**src/rtl/uart_pkg.sv**
```systemverilog
// Shared types and constants for the configurable UART blocks (uart_tx_cfg, uart_baud_tick).
package uart_pkg;

  localparam int UART_MIN_DATA_BITS = 5;
  localparam int UART_MAX_DATA_BITS = 9;
  localparam int UART_MIN_DIV       = 2;

  typedef enum logic [1:0] {
    NONE = 2'b00,
    EVEN = 2'b01,
    ODD  = 2'b10
  } parity_e;

  typedef enum logic [2:0] {
    IDLE,
    START,
    DATA,
    PARITY,
    STOP,
    TAIL,
    BREAK,
    MARK
  } tx_state_e;

  function automatic logic [3:0] clamp_data_bits(input logic [3:0] cfg, input int max_bits);
    if (int'(cfg) < UART_MIN_DATA_BITS) return 4'(UART_MIN_DATA_BITS);
    if (int'(cfg) > max_bits) return 4'(max_bits);
    return cfg;
  endfunction

endpackage

```
**src/rtl/uart_baud_tick.sv**
```systemverilog
// Loadable bit-period timer: counts 0..div-1 and flags the last cycle of each bit.
// Shared between the TX and a future RX so it keeps its own copy of the divisor.
module uart_baud_tick #(
  parameter int DIV_WIDTH = 16
) (
  input  logic                 clk,
  input  logic                 rst_n,
  input  logic                 load,
  input  logic                 clear,
  input  logic                 en,
  input  logic [DIV_WIDTH-1:0] div_in,
  output logic                 bit_end
);

  localparam logic [DIV_WIDTH-1:0] ONE = DIV_WIDTH'(1);

  logic [DIV_WIDTH-1:0] div_q, div_d;
  logic [DIV_WIDTH-1:0] cnt_q, cnt_d;

  assign bit_end = en && !load && !clear && (cnt_q == div_q - ONE);

  always_comb begin
    // NOTE: every signal written here gets a default first, so no path leaves it unassigned (no latch).
    div_d = div_q;
    cnt_d = cnt_q;
    if (load) begin
      div_d = div_in;
      cnt_d = '0;
    end else if (clear) begin
      cnt_d = '0;
    end else if (en) begin
      cnt_d = bit_end ? '0 : cnt_q + ONE;
    end
  end

  // NOTE: sequential state uses non-blocking assignments so all flops update from pre-edge values.
  always_ff @(posedge clk or negedge rst_n) begin
    if (!rst_n) begin
      div_q <= '0;
      cnt_q <= '0;
    end else begin
      div_q <= div_d;
      cnt_q <= cnt_d;
    end
  end

endmodule

```
**src/rtl/uart_tx_cfg.sv**
```systemverilog
// Runtime-configurable UART transmitter with ready/valid input and shadowed frame format.
// Optional line-break support is compiled in with `define UART_TX_BREAK_EN.
module uart_tx_cfg
  import uart_pkg::*;
#(
  parameter int DATA_WIDTH = 9,
  parameter int DIV_WIDTH  = 16
) (
  input  logic                  CLK,
  input  logic                  RSTN,
  input  logic [DIV_WIDTH-1:0]  baud_div,
  input  logic [3:0]            cfg_data_bits,
  input  logic [1:0]            cfg_parity,
  input  logic                  cfg_stop2,
  input  logic [DATA_WIDTH-1:0] din,
  input  logic                  tx_valid,
  output logic                  tx_ready,
  input  logic                  BREAK_REQ,
  output logic                  SERIAL_TX,
  output logic                  BUSY,
  output logic                  DONE
);

  localparam int MAX_BITS = (DATA_WIDTH > UART_MAX_DATA_BITS) ? UART_MAX_DATA_BITS : DATA_WIDTH;
  localparam logic [DIV_WIDTH-1:0] MIN_DIV = DIV_WIDTH'(UART_MIN_DIV);

  tx_state_e             state_q, state_d;
  logic [3:0]            idx_q, idx_d;
  logic [DATA_WIDTH-1:0] data_q, data_d;
  logic [3:0]            nbits_q, nbits_d;
  parity_e               parity_q, parity_d;
  logic                  stop2_q, stop2_d;
  logic                  par_bit_q, par_bit_d;
  logic                  tx_q, tx_d;
  logic                  ready_q, ready_d;
  logic                  busy_q, busy_d;
  logic                  done_q, done_d;

  logic                  accept, tick_load, tick_clear, tick_en, bit_end, break_req;
  logic [DIV_WIDTH-1:0]  div_clamped;
  logic [3:0]            cfg_bits_clamped;
  parity_e               cfg_parity_mode;
  logic [DATA_WIDTH-1:0] data_shift;

`ifdef UART_TX_BREAK_EN
  logic min_met_q, min_met_d;
  assign break_req = BREAK_REQ;
`else
  logic break_unused;
  assign break_req    = 1'b0;
  assign break_unused = BREAK_REQ;
`endif

  assign tick_en = (state_q != IDLE);

  uart_baud_tick #(.DIV_WIDTH(DIV_WIDTH)) u_tick (
    .clk     (CLK),
    .rst_n   (RSTN),
    .load    (tick_load),
    .clear   (tick_clear),
    .en      (tick_en),
    .div_in  (div_clamped),
    .bit_end (bit_end)
  );

  always_comb begin
    cfg_bits_clamped = clamp_data_bits(cfg_data_bits, MAX_BITS);
    cfg_parity_mode  = (cfg_parity == 2'b11) ? NONE : parity_e'(cfg_parity);
    div_clamped      = (baud_div < MIN_DIV) ? MIN_DIV : baud_div;
  end

  // Unused high data bits are masked at accept so the parity bit covers only transmitted bits.
  always_comb begin
    data_d    = data_q;
    nbits_d   = nbits_q;
    parity_d  = parity_q;
    stop2_d   = stop2_q;
    par_bit_d = par_bit_q;
    if (accept) begin
      data_d    = din & ~({DATA_WIDTH{1'b1}} << cfg_bits_clamped);
      nbits_d   = cfg_bits_clamped;
      parity_d  = cfg_parity_mode;
      stop2_d   = cfg_stop2;
      par_bit_d = (^data_d) ^ (cfg_parity_mode == ODD);
    end
  end

  always_comb begin
    state_d    = state_q;
    idx_d      = idx_q;
    accept     = 1'b0;
    tick_load  = 1'b0;
    tick_clear = 1'b0;
`ifdef UART_TX_BREAK_EN
    min_met_d  = min_met_q;
`endif
    case (state_q)
      IDLE: begin
        if (break_req) begin
          state_d   = BREAK;
          tick_load = 1'b1;
`ifdef UART_TX_BREAK_EN
          min_met_d = 1'b0;
`endif
        end else if (tx_valid) begin
          accept    = 1'b1;
          tick_load = 1'b1;
          idx_d     = '0;
          state_d   = START;
        end
      end
      START:  if (bit_end) state_d = DATA;
      DATA: begin
        if (bit_end) begin
          if (idx_q == nbits_q - 4'd1) begin
            idx_d   = '0;
            state_d = (parity_q == NONE) ? STOP : PARITY;
          end else begin
            idx_d = idx_q + 4'd1;
          end
        end
      end
      PARITY: if (bit_end) state_d = STOP;
      STOP: begin
        if (bit_end) begin
          if (stop2_q && (idx_q == 4'd0)) idx_d = 4'd1;
          else state_d = TAIL;
        end
      end
      // SERIAL_TX lags the state by one register; TAIL covers the last stop cycle on the line.
      TAIL:   state_d = IDLE;
`ifdef UART_TX_BREAK_EN
      BREAK: begin
        if (bit_end) min_met_d = 1'b1;
        if (!break_req && (min_met_q || bit_end)) begin
          state_d    = MARK;
          tick_clear = 1'b1;
        end
      end
      MARK:   if (bit_end) state_d = IDLE;
`endif
      default: state_d = IDLE;
    endcase
  end

  always_comb begin
    data_shift = data_q >> idx_q;
    case (state_q)
      START:   tx_d = 1'b0;
      DATA:    tx_d = data_shift[0];
      PARITY:  tx_d = par_bit_q;
`ifdef UART_TX_BREAK_EN
      BREAK:   tx_d = 1'b0;
`endif
      default: tx_d = 1'b1;
    endcase
    done_d  = (state_q == TAIL);
    ready_d = (state_d == IDLE);
    busy_d  = ~ready_d;
  end

  always_ff @(posedge CLK or negedge RSTN) begin
    if (!RSTN) begin
      state_q   <= IDLE;
      idx_q     <= '0;
      data_q    <= '0;
      nbits_q   <= '0;
      parity_q  <= NONE;
      stop2_q   <= 1'b0;
      par_bit_q <= 1'b0;
      tx_q      <= 1'b1;
      ready_q   <= 1'b1;
      busy_q    <= 1'b0;
      done_q    <= 1'b0;
`ifdef UART_TX_BREAK_EN
      min_met_q <= 1'b0;
`endif
    end else begin
      state_q   <= state_d;
      idx_q     <= idx_d;
      data_q    <= data_d;
      nbits_q   <= nbits_d;
      parity_q  <= parity_d;
      stop2_q   <= stop2_d;
      par_bit_q <= par_bit_d;
      tx_q      <= tx_d;
      ready_q   <= ready_d;
      busy_q    <= busy_d;
      done_q    <= done_d;
`ifdef UART_TX_BREAK_EN
      min_met_q <= min_met_d;
`endif
    end
  end

  assign SERIAL_TX = tx_q;
  assign tx_ready  = ready_q;
  assign BUSY      = busy_q;
  assign DONE      = done_q;

endmodule

```
**config.mk**
```make
export PLATFORM = sky130hd
export DESIGN_NAME = uart_tx_cfg
export DESIGN_NICKNAME = d
export VERILOG_FILES = /design/src/rtl/uart_pkg.sv /design/src/rtl/uart_baud_tick.sv /design/src/rtl/uart_tx_cfg.sv
export SDC_FILE = /design/constraint.sdc
export NUM_CORES = 1
export LEC_CHECK = 0
export CORE_AREA = 2 2 99 101
export CTS_CLUSTER_SIZE = 10
export DETAILED_ROUTE_END_ITERATION = 10
export DIE_AREA = 0 0 101 103
export GPL_ROUTABILITY_DRIVEN = 1
export HOLD_SLACK_MARGIN = 0.08
export PLACE_DENSITY_LB_ADDON = 0.12
export SETUP_SLACK_MARGIN = 0.3
export SYNTH_ARGS = -nofsm -noshare
export SYNTH_HDL_FRONTEND = slang
export SYNTH_SLANG_ARGS = --single-unit
```
**constraint.sdc**
```tcl
create_clock -name CLK -period 3.3 [get_ports CLK]
set_clock_uncertainty 0.1 [all_clocks]
set_input_delay 0.66 -clock CLK [delete_from_list [all_inputs] [get_ports CLK]]
set_output_delay 0.66 -clock CLK [all_outputs]
set_load 0.03 [all_outputs]
```
# [Word-level counts from Yosys, hierarchy flattened]
# Cells that the tools add are included.
[word_totals] regBits=60 input_bits=36 elab_cells=82
[op_classes] addsub=4 order_cmp=3 n_eq_ne=13 n_shift=2 mux=30 bitwise_logic=4 reduce_logical=13
[op_table] operator="$mux W16" count=4
[op_table] operator="$mux W4" count=9
[op_table] operator="$mux W3" count=8
[op_table] operator="$add A16 B1 Y16 const B" count=1
[op_table] operator="$eq A16 B16 Y1" count=1
[op_table] operator="$lt A16 B2 Y1 const B" count=1
[op_table] operator="$sub A16 B1 Y16 const B" count=1
[op_table] operator="$pmux W3 S5" count=1
[op_table] operator="$pmux W4 S3" count=1
[op_table] operator="$and A9 B9 Y9" count=1
[op_table] operator="$not A9 Y9" count=1
[op_table] operator="$reduce_xor A9 Y1" count=1
[op_table] operator="$shl A9 B4 Y9 const A" count=1
[op_table] operator="$shr A9 B4 Y1" count=1
[op_table] operator="$eq A3 B2 Y1 const B" count=2
[op_table] operator="$eq A3 B3 Y1 const B" count=2
[op_table] operator="$logic_not A3 Y1" count=2
[op_table] operator="$reduce_bool A3 Y1" count=2
[op_table] operator="$mux W1" count=5
[op_table] operator="$reduce_and A5 Y1" count=1
[op_table] operator="$add A4 B1 Y4 const B" count=1
[op_table] operator="$eq A2 B2 Y1 const B" count=2
[op_table] operator="$eq A4 B4 Y1" count=1
[op_table] operator="$gt A4 B4 Y1 const B" count=1
[op_table] operator="14 further kinds" count=18

# [Longest topological paths before layout]
[depth] ltp_word=10 mapped_depth=10 mapped_depth_nobuf=9

# [By module]
# A second synthesis with hierarchy kept.
[unflattened] cells_unflattened=402 area_unflattened_um2=3749.8
[by_module_without_submodules] mod="uart_baud_tick" instances=1 cells_per_inst=212 area_each_um2=2031.9
[by_module_without_submodules] mod="uart_tx_cfg" instances=1 cells_per_inst=190 area_each_um2=1717.9

# [Least setup slack after synthesis]
# OpenSTA, ideal clock, no wires.
[synth_path] kind="register to register" startpoint="reg u_tick.div_q[4]" endpoint="reg idx_q[2]" arrival_time_ps=2694 required_ps=3080 setup_slack_ps=386 path_stages_with_launch=9 period_less_slack_ps=2914 cell_sequence="dfrtp_1 or4_1 buf_6 nor4_4 mux2_1 a31oi_1 o2111ai_4 or2_1 a31o_1"
[synth_between] elab_chain_cells=5
[synth_rtl] element="start: declaration" line="uart_baud_tick.sv:17" text="logic [DIV_WIDTH-1:0] div_q, div_d;"
[synth_rtl] element="start signal: assignment" line="uart_baud_tick.sv:42" text="div_q <= div_d;"
[synth_rtl] element="$sub A16 B1 Y16 *" line="uart_baud_tick.sv:20" text="assign bit_end = en && !load && !clear && (cnt_q == div_q - ONE);"
[synth_rtl] element="$eq A16 B16 Y1 *" line="uart_baud_tick.sv:20"
[synth_rtl] element="$logic_and A1 B1 Y1 *" line="uart_baud_tick.sv:20"
[synth_rtl] element="$ne A2 B1 Y1 (no source line)"
[synth_rtl] element="$reduce_and A5 Y1 (no source line) *"
[synth_rtl] element="end signal: assignment" line="uart_tx_cfg.sv:180" text="idx_q <= idx_d;"
[synth_rtl] element="end: declaration" line="uart_tx_cfg.sv:28" text="logic [3:0] idx_q, idx_d;"
# Every way passes the cells marked *; elsewhere a longest branch is shown, timed or not.
# A chain may end at the register's enable or synchronous reset.

# [Worst setup path after layout]
[layout_path] startpoint="reg u_tick.div_q[10]" endpoint="reg idx_q[2]"
# The elaborated chain is that of the path after synthesis.

==> results_dict.tcl <==
set metrics [dict create \
    fillers 948 \
    vias 3175 \
    die_x_um 101 \
    regToRegEndpoint "idx_q[2]" \
    grt-ovfl-total 0 \
    finalCritPeriodShare_pct 88.2 \
    p_per_area_nw_per_um2 316 \
    crit_path_end_kind "flop" \
    rsz0062_at_grt "yes" \
    hold_class "reg2reg" \
    crit_arrival_ps 3040 \
    cp-startpoint "u_tick.div_q[10]" \
    ir_drop_mv 0.165 \
    drc_errors 0 \
    synth_ff_type "dfrtp_1" \
    r2r-start "u_tick.div_q[10]" \
    syn_inst 424 \
    r2r_slack_ps 390 \
    dp_hpwl_mm 5.88 \
    rows 36 \
    hold_slack_ps 368 \
    syn_area_per_cell_um2 8.66 \
    initial_core_util_pct 38.8 \
    ff_latch_area_um2 1510 \
    synth_most_common_cell "nand2_1" \
    final_cells 587 \
    cts_sinks 60 \
    r2r_cells 7 \
    die_area_um2 10400 \
    grtUsageTotal_pct 17.7 \
    async_flop_share_pct 100 \
    cts_tree "built" \
    clock_path_buffers 2 \
    worstPathRequired_ps 3430 \
    yosysWarnings 0 \
    finalMaxSlewViolations 0 \
    wl_per_cell_um 14.9 \
    antenna_found_initial 0 \
    setup_tns_ps 0 \
    routed_wl_mm 8.72 \
    cp_max_fo 7 \
    grt_pass1_wl_mm 14.3 \
    drt-initial-drc-count 78 \
    htreeDepth 3 \
    area_growth_pct 25.3 \
    synth.net_count 465 \
    core_um2 9460 \
    multiInputGateArea_um2 2130 \
    outcome "finished clean" \
    worst_pin_slew_ps 1040 \
    synth_seq_cells 60 \
    grt_start_max_net_pins 46 \
    cts.hold.buffers_added 0 \
    io_buffers 38 \
    ys_top_cells_by_area "dfrtp_1, nand2_1, xnor2_1" \
    gp_congestion 0.789 \
    synth-edff-count 0 \
    clkLatencyLatePin_ps 350 \
    synthTopCellsByCount "nand2_1, dfrtp_1, nand3_1, xnor2_1, o21ai_0" \
    netlist.area_leader.share_pct 39.5 \
    drv_cap 0 \
    cts.clk_slew.worst_paths_ps 60 \
    ant_nets 0 \
    synthDominantAreaCellType "dfrtp_1" \
    layout-drive-gt1-share_pct 15.4 \
    io_pins 40 \
    cts_buffers 9 \
    syn_area_um2 3670 \
    nets 509 \
    finalSetupViolations 0 \
    first_pass_iters 4 \
    clock-root-buffer "clkbuf_8" \
    vias_per_cell 5.41 \
    seq_area_frac_synth_pct 41.0 \
    max_freq_ghz 0.344 \
    crit_type "reg2reg" \
    crit_end "idx_q[2]" \
    die_height_um 103 \
    min_period_ps 2910 \
    synth.distinct_cells 56 \
    grt_pass1_vias 2914 \
    placedCellCount 559 \
    start_kind "flop" \
    diodes 0 \
    hold_violations 0 \
    relSlewSlack_pct 30.8 \
    p_leak_nw 1.96 \
]
final cells by class:
| cell class | count | share of cell area [%] |
|---|---|---|
| Inverter | 15 | 1.22 |
| Tap cell | 114 | 3.10 |
| Timing Repair Buffer | 59 | 12.6 |
| Multi-Input combinational cell | 323 | 46.3 |
| Clock buffer | 14 | 3.75 |
| Clock inverter | 2 | 0.218 |
| Sequential cell | 60 | 32.8 |
per-stage QoR:
step | power (mW) | area (um^2) | worst slack (ps) | utilization [%]
floorplan | 0.778 | 3670 | 386 | -
global placement | 0.843 | 4140 | 266 | 43.8
detailed placement | 0.844 | 4140 | 238 | 43.8
CTS | 1.47 | 4390 | 304 | 46.5
global route | 1.51 | 4600 | 248 | 48.7
finish | 1.45 | 4600 | 391 | 48.7
layer usage:
metal / global-route usage [%] / share of wire (%) / up-vias
met1: 25.7 / 50 / 1521
met3: 4.47 / 4.5 / 11
met5: 0 / 0 / -
li1: - / - / 1581
met2: 25.8 / 44 / 62
met4: 6.24 / 1.4 / 0
cell families after synthesis:
logic type                 Yosys count  share of synthesized area, %
adders and majority gates            5                          1.70
buffers and inverters               42                          4.94
AOI/OAI and AO/OA                   63                          11.8
muxes                               12                          4.02
xor gates and xnor gates            33                          8.25
and+or+nand+nor                    209                          28.4
DFF                                 60                          41.0
layout by cell type, fill, tap and decap left out, types with 3 or more instances in the layout:
cell             netlist  layout
a21oi_1                5       5
a31oi_1                8       5
and3_1                 4       4
buf_4                  0      18
clkbuf_8               0      12
clkdlybuf4s50_1        0      37
dfrtp_1               58      55
dfrtp_2                0       3
ha_1                   5       4
inv_1                 15      15
mux2i_1                8       8
nand2_1               99      99
nand2b_1               6       6
nand3_1               25      25
nand3b_1               5       5
nand4_1                6       6
nor2_1                14      14
nor3_1                14      13
nor3b_1                3       3
nor4_1                 7       7
o211ai_1               3       3
o21ai_0               22      22
o22ai_1                3       3
o311ai_2               0       3
or2_2                  3       3
or3_1                  6       6
or4_4                  0       3
xnor2_1               25      25
xor2_1                 7       7
report_power, final:
| group | leakage (nW) | internal, mW | switching (mW) |
|---|---|---|---|
| sequential | 0.796 | 0.735 | 0 |
| clock | 0.0965 | 0.333 | 0.294 |
| combinational | 1.06 | 0.0551 | 0.0378 |
state kept, by name, summed over array words and instances, names as in the netlist:
register	flops
SERIAL_TX	1
idx_q	4
tx_ready	1
parity_q	2
nbits_q	4
u_tick.div_q	16
data_q	9
u_tick.cnt_q	16
BUSY	1
DONE	1
par_bit_q	1
stop2_q	1
state_q	3
worst max-delay path, cell delays in order (launching register included):
cell and delay [ps]:
dfrtp_2 420, or4_4 560, nor4_4 350, mux2_4 350, a31oi_4 190, o2111ai_4 280, or2_4 330, a31o_1 210
how the worst min path moves through the flow:
stage / start / slack [ps] / depth (start not counted) / end
after floorplan: RSTN / 260 / 0 / BUSY
after detailed placement: data_q[2] / 360 / 2 / data_q[2]
after global routing: data_q[0] / 410 / 2 / data_q[0]
final: data_q[7] / 370 / 2 / data_q[7]
after CTS: data_q[3] / 380 / 2 / data_q[3]
after global placement: data_q[1] / 360 / 2 / data_q[1]
repair_timing:
| item | in CTS | in global routing |
|---|---|---|
| gates cloned | 1 | 2 |
| resized for setup | 3 | 26 |
| buffers inserted | 5 | 4 |
| pin swaps | 4 | 10 |
| setup endpoints to repair | 18 | 23 |
Power figures use the tool's default switching activity.
==> patch (same settings) <==
Re-encode `tx_state_e` (8 states) as Gray code, 3 bits wide.
--- a/src/rtl/uart_pkg.sv
+++ b/src/rtl/uart_pkg.sv
@@ -13,12 +13,12 @@
 
   typedef enum logic [2:0] {
-    IDLE,
-    START,
-    DATA,
-    PARITY,
-    STOP,
-    TAIL,
-    BREAK,
-    MARK
+    IDLE   = 3'b000,
+    START  = 3'b001,
+    DATA   = 3'b011,
+    PARITY = 3'b010,
+    STOP   = 3'b110,
+    TAIL   = 3'b111,
+    BREAK  = 3'b101,
+    MARK   = 3'b100
   } tx_state_e;
 
Formal check against the unedited RTL: same outputs for any inputs over 10 cycles, from zero or initial values and one cycle with RSTN low; not proved beyond that.
==> patch against the original RTL <==
  * Synthesized area fell by 3.2%
  * Core utilization decreased by 1.9 points
  * Total power up 14%
  * Sequential cell count unchanged
  * Setup slack improved by 44 ps
  * Design area is 3.8% lower
  * First-iteration DRC count rose by 46%
  * Wire length shrank 11%
  * Largest power group is now the clock network
==> patch: results (changes against the original RTL) <==
Synth Area in Compound Gates=13.5% (was 11.8%); GRT Overall Usage=16.5% (was 17.7%); DR vias=2952 (was 3175); Seq/Total Area, Yosys=42.3% (was 41.0%); outcome=complete, no violations (unchanged); Place WS=239 ps (was 238 ps); Cell Count Post-Placement=541 (was 559); static leakage=2.06 nW (was 1.96 nW); r2r startpoint=u_tick.div_q[2]$_DFFE_PN0P_ (was u_tick.div_q[10]$_DFFE_PN0P_); cell count after synthesis=400 (was 424); post-route non-filler standard cell count=562 (was 587); Mapped Nets=441 (was 465); Slew HR=57.8% (was 30.8%); mux contribution to synthesized area=2.01% (was 4.02%); Hold Path Class=in2async (was reg2reg); first-pass GRT wire length=13400 µm (was 14300 µm); DP Wirelength=5590 µm (was 5880 µm); layout cells sized above 1=12.7% (was 15.4%); pin count of the biggest net entering global routing=39 (was 46); vias in the first global route=2738 (was 2914); switch share=19.7% (was 22.8%); Synth area leaders=dfrtp_1, nand2_1, xnor2_1, o21ai_0, xor2_1 (was dfrtp_1, nand2_1, xnor2_1, nand3_1, o21ai_0); WL/cell=13.9 µm (was 14.9 µm); Critical Path Fanout Max=25 (was 7); peak supply drop=0.230 mV (was 0.165 mV)
patch: area by class of cell:
cell class,count,area (µm²)
timing repair buffer,51,510
clock inverter,4,95.1
clock buffer,12,155
sequential,60,1510
fill,955,5030
tap,114,143
inverter,9,33.8
multi-input combinational,312,1980
patch: what timing repair did:
action	4_1_cts	5_1_grt
setup endpoints to repair	12	17
buffers inserted	2	3
gates resized for setup	3	11
pin swaps	1	3
endpoints found under the hold margin	0	0
patch: cell families (layout without fill, tap and decap cells):
group	count (synthesis)	in the layout
and+or+nand+nor	194	194
xor gates and xnor gates	37	37
adders and majority gates	5	5
AOI/OAI and AO/OA	72	72
muxes	4	4
DFF	60	60
buffers and inverters	28	76
patch: worst max path at each step:
stage / end / slack [ps]
2_1_floorplan: u_tick.cnt_q[10]$_DFFE_PN0P_ / 360
4_1_cts: u_tick.cnt_q[13]$_DFFE_PN0P_ / 310
3_5_place_dp: u_tick.cnt_q[5]$_DFFE_PN0P_ / 240
6_report: u_tick.cnt_q[5]$_DFFE_PN0P_ / 430
5_1_grt: u_tick.cnt_q[5]$_DFFE_PN0P_ / 270
3_3_place_gp: idx_q[2]$_DFFE_PN0P_ / 290
patch: through the flow:
step	hold WS [ps]	utilization, %
final	203	46.8
after global routing	240	46.8
after CTS	218	46.2
after detailed placement	365	43.1
after global placement	361	43.1
after floorplan	264	-
patch: power by group through the flow:
stage	Sequential (mW)	Combinational (mW)	Clock [mW]
floorplan	0.749	0.0274	0
global placement	0.749	0.0953	0
detailed placement	0.749	0.0957	0
CTS	0.735	0.0957	0.849
global route	0.735	0.104	0.898
finish	0.735	0.0936	0.829
patch: critical path: cells and delay by family, from the launching register on:
kind            cells  cell delay [ps]
compound gates      4              590
buf+inv             1              170
flops               1              460
mux                 1              320
simple gates        3             1110
patch: routing by layer:
layer	vias up	wire length [µm]	track usage (%)
met1	1406	3980	24.0
met4	0	124	6.65
met2	56	3400	24.2
li1	1480	-	-
met5	-	0	0
met3	10	296	3.19
